--- config.mk ---
export PLATFORM = sky130hd
export DESIGN_NAME = obi_data_arbiter
export DESIGN_NICKNAME = d
export VERILOG_FILES = /design/src/rtl/obi_data_arbiter.sv
export SDC_FILE = /design/constraint.sdc
export NUM_CORES = 1
export LEC_CHECK = 0
export ABC_CLOCK_PERIOD_IN_PS = 4000
export CORE_AREA = 2 2 112 114
export DETAILED_ROUTE_END_ITERATION = 6
export DIE_AREA = 0 0 114 116
export GPL_TIMING_DRIVEN = 0
export PLACE_DENSITY = 0.64
export SETUP_SLACK_MARGIN = 0.5
export SLEW_MARGIN = 20
export SYNTH_ARGS = -nofsm -noshare
export SYNTH_HDL_FRONTEND = slang
export SYNTH_SLANG_ARGS = --single-unit
--- constraint.sdc ---
create_clock -name clk_i -period 4 [get_ports clk_i]
set_input_delay 1.2 -clock clk_i [delete_from_list [all_inputs] [get_ports clk_i]]
set_output_delay 1.2 -clock clk_i [all_outputs]
set_load 0.005 [all_outputs]
--- src/rtl/obi_data_arbiter.sv ---
// Two-master, one-slave OBI data-port arbiter with round-robin priority, grant lock
// and an in-order outstanding-ID FIFO that routes each response back to its issuer.
module obi_data_arbiter #(
    parameter int unsigned ADDR_WIDTH      = 32,
    parameter int unsigned DATA_WIDTH      = 32,
    parameter int unsigned MAX_OUTSTANDING = 2
) (
    input  logic                                  clk_i,
    input  logic                                  rst_ni,
    input  logic [1:0]                            m_req_i,
    input  logic [1:0][ADDR_WIDTH-1:0]            m_addr_i,
    input  logic [1:0]                            m_we_i,
    input  logic [1:0][DATA_WIDTH/8-1:0]          m_be_i,
    input  logic [1:0][DATA_WIDTH-1:0]            m_wdata_i,
    output logic [1:0]                            m_gnt_o,
    output logic [1:0]                            m_rvalid_o,
    output logic [DATA_WIDTH-1:0]                 m_rdata_o,
    output logic                                  s_req_o,
    output logic [ADDR_WIDTH-1:0]                 s_addr_o,
    output logic                                  s_we_o,
    output logic [DATA_WIDTH/8-1:0]               s_be_o,
    output logic [DATA_WIDTH-1:0]                 s_wdata_o,
    input  logic                                  s_gnt_i,
    input  logic                                  s_rvalid_i,
    input  logic [DATA_WIDTH-1:0]                 s_rdata_i,
    output logic [$clog2(MAX_OUTSTANDING):0]      outstanding_o,
    output logic                                  err_o
);

    localparam int unsigned CNT_W = $clog2(MAX_OUTSTANDING) + 1;
    localparam int unsigned PTR_W = (MAX_OUTSTANDING > 1) ? $clog2(MAX_OUTSTANDING) : 1;
    localparam logic [CNT_W-1:0] CNT_MAX  = CNT_W'(MAX_OUTSTANDING);
    localparam logic [PTR_W-1:0] PTR_LAST = PTR_W'(MAX_OUTSTANDING - 1);

    // Pointers wrap at the FIFO depth, which need not fill the pointer range.
    function automatic logic [PTR_W-1:0] ptr_next(input logic [PTR_W-1:0] p);
        logic [PTR_W-1:0] n;
        if (p == PTR_LAST) begin
            n = {PTR_W{1'b0}};
        end else begin
            n = p + PTR_W'(1'b1);
        end
        return n;
    endfunction

    logic                       sel_q, sel_d;
    logic                       lock_q, lock_d;
    logic                       prio_q, prio_d;
    logic                       err_q, err_d;
    logic [MAX_OUTSTANDING-1:0] fifo_q, fifo_d;
    logic [PTR_W-1:0]           wptr_q, wptr_d;
    logic [PTR_W-1:0]           rptr_q, rptr_d;
    logic [CNT_W-1:0]           cnt_q, cnt_d;

    logic sel_s;
    logic full_s;
    logic empty_s;
    logic push_s;
    logic pop_s;
    logic head_s;

    // Master selection: a locked request keeps its master, otherwise round-robin.
    always_comb begin
        sel_s = prio_q;
        if (lock_q) begin
            sel_s = sel_q;
        end else begin
            case (m_req_i)
                2'b01:   sel_s = 1'b0;
                2'b10:   sel_s = 1'b1;
                default: sel_s = prio_q;
            endcase
        end
    end

    // Slave request channel muxing and handshake decode.
    always_comb begin
        full_s    = (cnt_q == CNT_MAX);
        empty_s   = (cnt_q == {CNT_W{1'b0}});
        head_s    = fifo_q[rptr_q];
        s_req_o   = m_req_i[sel_s] & ~full_s;
        s_addr_o  = m_addr_i[sel_s];
        s_we_o    = m_we_i[sel_s];
        s_be_o    = m_be_i[sel_s];
        s_wdata_o = m_wdata_i[sel_s];
        push_s    = s_req_o & s_gnt_i;
        pop_s     = s_rvalid_i & ~empty_s;
        m_gnt_o   = 2'b00;
        if (push_s) begin
            m_gnt_o[sel_s] = 1'b1;
        end else begin
            m_gnt_o = 2'b00;
        end
        m_rvalid_o = 2'b00;
        if (pop_s) begin
            m_rvalid_o[head_s] = 1'b1;
        end else begin
            m_rvalid_o = 2'b00;
        end
        m_rdata_o     = s_rdata_i;
        outstanding_o = cnt_q;
        err_o         = err_q;
    end

    // Next-state for arbitration, outstanding FIFO and error flag.
    always_comb begin
        sel_d  = sel_s;
        lock_d = s_req_o & ~s_gnt_i;
        prio_d = prio_q;
        err_d  = err_q | (s_rvalid_i & empty_s);
        fifo_d = fifo_q;
        wptr_d = wptr_q;
        rptr_d = rptr_q;
        cnt_d  = cnt_q;
        if (push_s) begin
            prio_d         = ~sel_s;
            fifo_d[wptr_q] = sel_s;
            wptr_d         = ptr_next(wptr_q);
        end else begin
            prio_d = prio_q;
        end
        if (pop_s) begin
            rptr_d = ptr_next(rptr_q);
        end else begin
            rptr_d = rptr_q;
        end
        case ({push_s, pop_s})
            2'b10:   cnt_d = cnt_q + CNT_W'(1'b1);
            2'b01:   cnt_d = cnt_q - CNT_W'(1'b1);
            default: cnt_d = cnt_q;
        endcase
    end

    // State registers; reset flushes the FIFO, lock and error flag.
    always_ff @(posedge clk_i or negedge rst_ni) begin
        if (!rst_ni) begin
            sel_q  <= 1'b0;
            lock_q <= 1'b0;
            prio_q <= 1'b0;
            err_q  <= 1'b0;
            fifo_q <= {MAX_OUTSTANDING{1'b0}};
            wptr_q <= {PTR_W{1'b0}};
            rptr_q <= {PTR_W{1'b0}};
            cnt_q  <= {CNT_W{1'b0}};
        end else begin
            sel_q  <= sel_d;
            lock_q <= lock_d;
            prio_q <= prio_d;
            err_q  <= err_d;
            fifo_q <= fifo_d;
            wptr_q <= wptr_d;
            rptr_q <= rptr_d;
            cnt_q  <= cnt_d;
        end
    end

endmodule

# [After elaboration in Yosys (flattened, before gate mapping)]
# Cells that the tools add are included.
[op_classes] n_reduce_logical=5 addsub=4 n_mux=26 n_eq_ne=5 order_cmp=7 n_bitwise=10
[ops] operator="32-bit 2-to-1 mux" count=4
[ops] operator="1-bit 2-to-1 mux" count=12
[ops] operator="1-bit by 2-bit less-than comparator with 1-bit output, second input constant" count=4
[ops] operator="4-bit 2-to-1 mux" count=2
[ops] operator="2-bit equality test, second input constant" count=3
[ops] operator="1-bit bitwise AND" count=5
[ops] operator="2-bit by 1-bit equality test with 1-bit output, second input constant" count=2
[ops] operator="2-bit 2-to-1 mux" count=2
[ops] operator="1-bit NOT" count=4
[ops] operator="2-bit one-hot mux with 2 select lines" count=1
[ops] operator="1-bit demux with 1-bit select" count=3
[ops] operator="1-bit greater-or-equal comparator, second input constant" count=3
[ops] operator="1-bit logical AND" count=3
[ops] operator="1-bit adder, second input constant" count=2
[ops] operator="2-bit by 1-bit adder with 2-bit output, second input constant" count=1
[ops] operator="2-bit bitwise mux" count=1
[ops] operator="2-bit logical NOT" count=1
[ops] operator="1-bit one-hot mux with 2 select lines" count=1
[ops] operator="2-bit nonzero test" count=1
[ops] operator="2-bit by 1-bit subtractor with 2-bit output, second input constant" count=1
[ops] operator="1-bit OR" count=1
[totals] input_bits=176 regBits=10 out_inout_bits=109

# [Logic depth before layout (Yosys ltp)]
# Gate-level depths: netlist of the first run.
[depth] ltp_word=9 ltp_mapped=11 mapped_depth_nobuf=10

# [Least setup slack after synthesis of the first run]
# No wires, ideal clock.
[synth_timing] path_kind="input port to output port" start="input port m_req_i[0]" end="output port s_addr_o[21]" arrival_time_ps=2664 path_buffers=2 path_stages=7 path_slack_ps=136 t_required_ps=2800 path_cell_list="inv_1 > ha_1 > mux2_4 > mux2i_4 > buf_6 > buf_6 > mux2_1"
[synth_via] elab_chain_cells=5
[synth_lines] item="start, declared" line="10" source="input logic [1:0] m_req_i,"
[synth_lines] item="2-bit equality test or 2-bit by 1-bit equality test with 1-bit output (tied branches)" line="68" source="case (m_req_i)"
[synth_lines] item="1-bit one-hot mux with 2 select lines *" line="68"
[synth_lines] item="1-bit 2-to-1 mux *" line="65" source="if (lock_q) begin"
[synth_lines] item="32-bit 2-to-1 mux (not written as such) * (2 in series)" line="82" source="s_addr_o = m_addr_i[sel_s];"
[synth_lines] item="end, declared" line="19" source="output logic [ADDR_WIDTH-1:0] s_addr_o,"
# Mark *: on every way between the ends. The rest lies on a longest branch, timed or not. The select of a mux whose other input is x is not followed.

# [Final worst setup path of the first run]
[layout_timing] start="input port m_req_i[0]" end="output port s_addr_o[0]"
# Same word-level chain as after synthesis.

==> results of run 1 <==
==> worst reg2reg max path: stages, from the launching register on <==
cell and delay, ns:
dfrtp_1 0.39, mux2_4 0.27, mux2i_4 0.20, buf_6 0.13, buf_8 0.12, buf_12 0.11, buf_6 0.09, mux2i_4 0.22
nand2b_1 0.13, ha_1 0.25, nor2_1 0.14, xor2_1 0.15
==> power by group through the flow <==
stage	clock network [mW]	logic, mW	registers (mW)
2_1_floorplan	0	0.702	0.181
3_3_place_gp	0	1.41	0.187
3_5_place_dp	0	1.42	0.190
4_1_cts	0.173	2.15	0.192
5_1_grt	0.178	2.38	0.199
6_report	0.172	2.25	0.192
==> worst max-delay path by stage <==
stage	start	endpoint	slack (ns)	cells after the start
after global placement	m_req_i[0]	s_wdata_o[4]	-1.21	9
after detailed placement	m_req_i[0]	s_wdata_o[4]	-1.20	9
after global routing	m_req_i[0]	s_wdata_o[1]	-0.31	12
after floorplan	m_req_i[0]	s_addr_o[21]	0.21	7
after CTS	m_req_i[0]	s_wdata_o[4]	-0.27	12
final	m_req_i[0]	s_addr_o[0]	-0.25	12
==> registers in the layout, summed over array words and instances (netlist names) <==
name and cells:
fifo_q 2, lock_q 1, err_o 1, rptr_q 1, sel_q 1, prio_q 1, wptr_q 1, outstanding_o 2
==> Yosys cell counts <==
library cell and instances:
mux2_2 44, buf_4 36, mux2_1 25, dfrtp_1 10
nor2_1 6, o21ai_0 5, buf_6 4, inv_1 4
xnor2_1 3, a21oi_1 2, a31oi_1 2, ha_1 2
mux2i_1 2, nand2b_1 2, nand3_1 2, nor2b_1 2
a21o_1 1, and2_0 1, and3_1 1, mux2_4 1
mux2i_4 1, nand4_1 1, nor3_1 1, o311ai_1 1
or3_1 1, xor2_1 1
==> per-stage QoR <==
step,util (%),hold slack (ns),setup WS [ns]
final,46.0,0.456,-0.248
after global routing,46.0,0.481,-0.308
after CTS,44.9,0.459,-0.269
after floorplan,-,0.451,0.208
after global placement,37.4,0.438,-1.21
after detailed placement,37.4,0.451,-1.20
==> routing by layer <==
| metal | routed length (um) | track usage [%] | up-vias | share of wire [%] |
|---|---|---|---|---|
| li1 | - | - | 1161 | - |
| met3 | 974 | 3.45 | 5 | 11 |
| met4 | 24 | 0.976 | 0 | 0.26 |
| met1 | 3290 | 13.7 | 1132 | 36 |
| met2 | 4910 | 24.5 | 172 | 53 |
| met5 | 0 | 0 | - | 0 |
==> logic make-up (layout without fill, tap and decap cells) <==
group                      Yosys count  in the layout  share of synthesized area, %
muxes                               73             73                          51.3
buffers and inverters               44            352                          20.3
and+or+nand+nor                     17             17                          5.38
AOI/OAI and AO/OA                   11             11                          3.92
DFF                                 10             10                          15.4
xor gates and xnor gates             4              4                          2.15
adders and majority gates            2              2                          1.54
==> what timing repair did <==
action | in CTS | in global routing
setup endpoints to repair | 76 | 72
resized for setup | 440 | 29
cloned | 3 | 1
endpoints found under the hold margin | 0 | 0
pin swaps | 2 | 3
setup buffers | 42 | 7
==> cell type report <==
type                            count  area share [%]
Timing Repair Buffer              305            58.9
Multi-Input combinational cell    107            24.6
Buffer                             40            6.76
Sequential cell                    10            4.57
Tap cell                          147            3.36
Clock buffer                        3            1.37
Inverter                            4           0.411
==> parameters.txt, run 1 <==
Parameter                              Value

STA
  Worst slew margin ... 70.0%
  Final critical-path share of the clock period ... 106%
  Number of hold-slack violations in the final timing report ... 0
  Setup clock skew after layout ... 0.00309 ns
  Final-report max-slew violation count ... 0
  Final Setup Violations ... 71
  Post-layout min period ... 4.25 ns
  TNS Setup ... -11.56 ns
  Worst setup margin ... -0.248 ns
  Achievable Freq ... 235 MHz
  Unrepaired setup endpoints after global routing ... true
  Transition time at the pin with the least slew margin ... 0.449 ns

Clocking
  Clock transition at the registers of the reported paths ... 0.04 ns
  CTS tree ... yes
  Clock Tree Buf Depth ... 2
  Skew-Pair Late Insertion Delay ... 0.23 ns
  Clock Root Buffer ... clkbuf_16
  Inserted Clock Buffers ... 3
  Cts-stage hold buffer count ... 0
  Number of clock sinks ... 10
  Htree depth ... 1

Die
  Floorplan die height ... 116 um
  Cell row count ... 40
  I/O pins ... 285
  Die area ... 13200 um^2
  Effective utilization at floorplan ... 13.7%
  Core area ... 11900 um^2
  Die boundary width ... 114 um

Logic synthesis
  Post-synthesis cell count ... 161
  Synth Net Count ... 339
  Cell area after synthesis ... 1630 um^2
  Cell variety after synth ... 26
  Syn avg cell area ... 10.1 um^2
  Post-synthesis register bit count ... 10
  Number of warning messages in the yosys log ... 0
  Dominant cell type by area after synthesis ... mux2_2
  Area share of the leading cell type in the synthesized netlist ... 30.5%
  Largest cells by area after synthesis ... mux2_2 (30%), mux2_1 (17%), buf_4 (17%)
  Sequential fraction of the synthesis area ... 15.4%

Power
  Total design power ... 2.61 mW
  Total power divided by cell area ... 477 nW/um^2
  Power share of the combinational group ... 86.1%
  Worst ir drop on vdd ... 0.223 mV
  P_leak ... 2.58 nW
  Power share of the sequential group ... 7.3%
  Pint ... 1.84 mW
  Net switching power ... 0.772 mW
  Clock share of power ... 6.6%
  Switch share ... 29.6%

Placed design
  Number of buffers added on ports ... 252
  Placed inst area ... 4450 um^2
  Detailed placement HPWL ... 7.14 mm
  Final Wtd Congestion ... 0.770
  Cell total after placement ... 560

Finish
  Final #Nets ... 649
  Diodes inserted ... 0
  Storage element area ... 250 um^2
  Total of fill cells in the finished design ... 1108
  Syn-to-layout area delta ... 237%
  Top library cells by usage in the layout, fill and taps aside ... clkdlybuf4s50_1 (176), buf_6 (97), mux2_4 (70), buf_4 (43), dfrtp_1 (10)
  Multi-input logic area ... 1350 um^2
  Final cell count without fillers ... 616
  Commonest non-fill, non-tap cell in the layout ... clkdlybuf4s50_1
  Fraction of final layout cells with drive strength greater than 1 ... 52.7%
  Summed area of non-filler cells in the final layout ... 5480 um^2

Global routing
  Initial antenna violation count ... 0
  Congestion Overflow GR ... 0
  Number of global-route vias before repair ... 2517
  Pin count of the biggest net entering global routing ... 11
  Wire length of the first global-routing pass ... 13.0 mm
  Overall track demand over capacity in global routing ... 12.4%

Worst hold path
  Hold path endpoint ... err_o
  Worst hold path type ... reg2reg
  Startpoint of the lowest-slack hold path ... err_o
  Number of cells on the worst hold path ... 1

Worst setup path
  Worst path cell trace ... buf_12 -> inv_8 -> ha_4 -> mux2_4 -> mux2i_4 -> buf_6 -> buf_8 -> buf_8 -> buf_6 -> buf_12 -> mux2_4 -> buf_6
  Crit. End Element ... output port
  Buffers and inverters on the worst path ... 8
  Startpoint type of the worst setup path ... input pin
  Data required, critical path ... 2.80 ns
  Category of cells accounting for the largest share of critical-path delay ... multiplexers
  Arrival @ worst endpoint ... 3.05 ns
  Worst Reg2Reg Path Length in Cells ... 11
  Reg-to-reg slack, setup ... 1.73 ns
  Cell type of the slowest stage on the worst timing path ... mux2_4
  Critical Path Most Common Cell ... buf_6
  Worst flop-to-flop path endpoint ... outstanding_o[1]
  Peak fanout along the critical path ... 5
  Largest stage delay on the critical path ... 0.30 ns
  R2R Path Start ... prio_q
  Critical path class ... in2out

Drt
  Residual DRC ... 0
  Count of antenna-violating nets left after detailed routing ... 0
  Via-per-instance ratio ... 4.01
  Number of vias in the routed layout ... 2470
  Initial DRC count ... 29
  Routed wire length ... 9.20 mm
  Number of detailed-routing iterations run before antenna repair ... 4
  Post-DR wirelength/cell ... 14.9 um

Run status
  Status ... finished with violations
  Violated checks ... negative setup slack

Job
  Number of max-capacitance violations reported ... 0
Note: power is estimated with default switching activity, not from simulation.
==> run 2, diff against run 1 <==
--- a/config.mk
+++ b/config.mk
@@ -12,7 +12,7 @@
 export GPL_TIMING_DRIVEN = 0
 export PLACE_DENSITY = 0.64
 export SETUP_SLACK_MARGIN = 0.5
-export SLEW_MARGIN = 20
+export SLEW_MARGIN = 0
 export SYNTH_ARGS = -nofsm -noshare
 export SYNTH_HDL_FRONTEND = slang
 export SYNTH_SLANG_ARGS = --single-unit
==> results of run 2 <==
The final DEF is identical to that of run 1; final timing and power are the same.
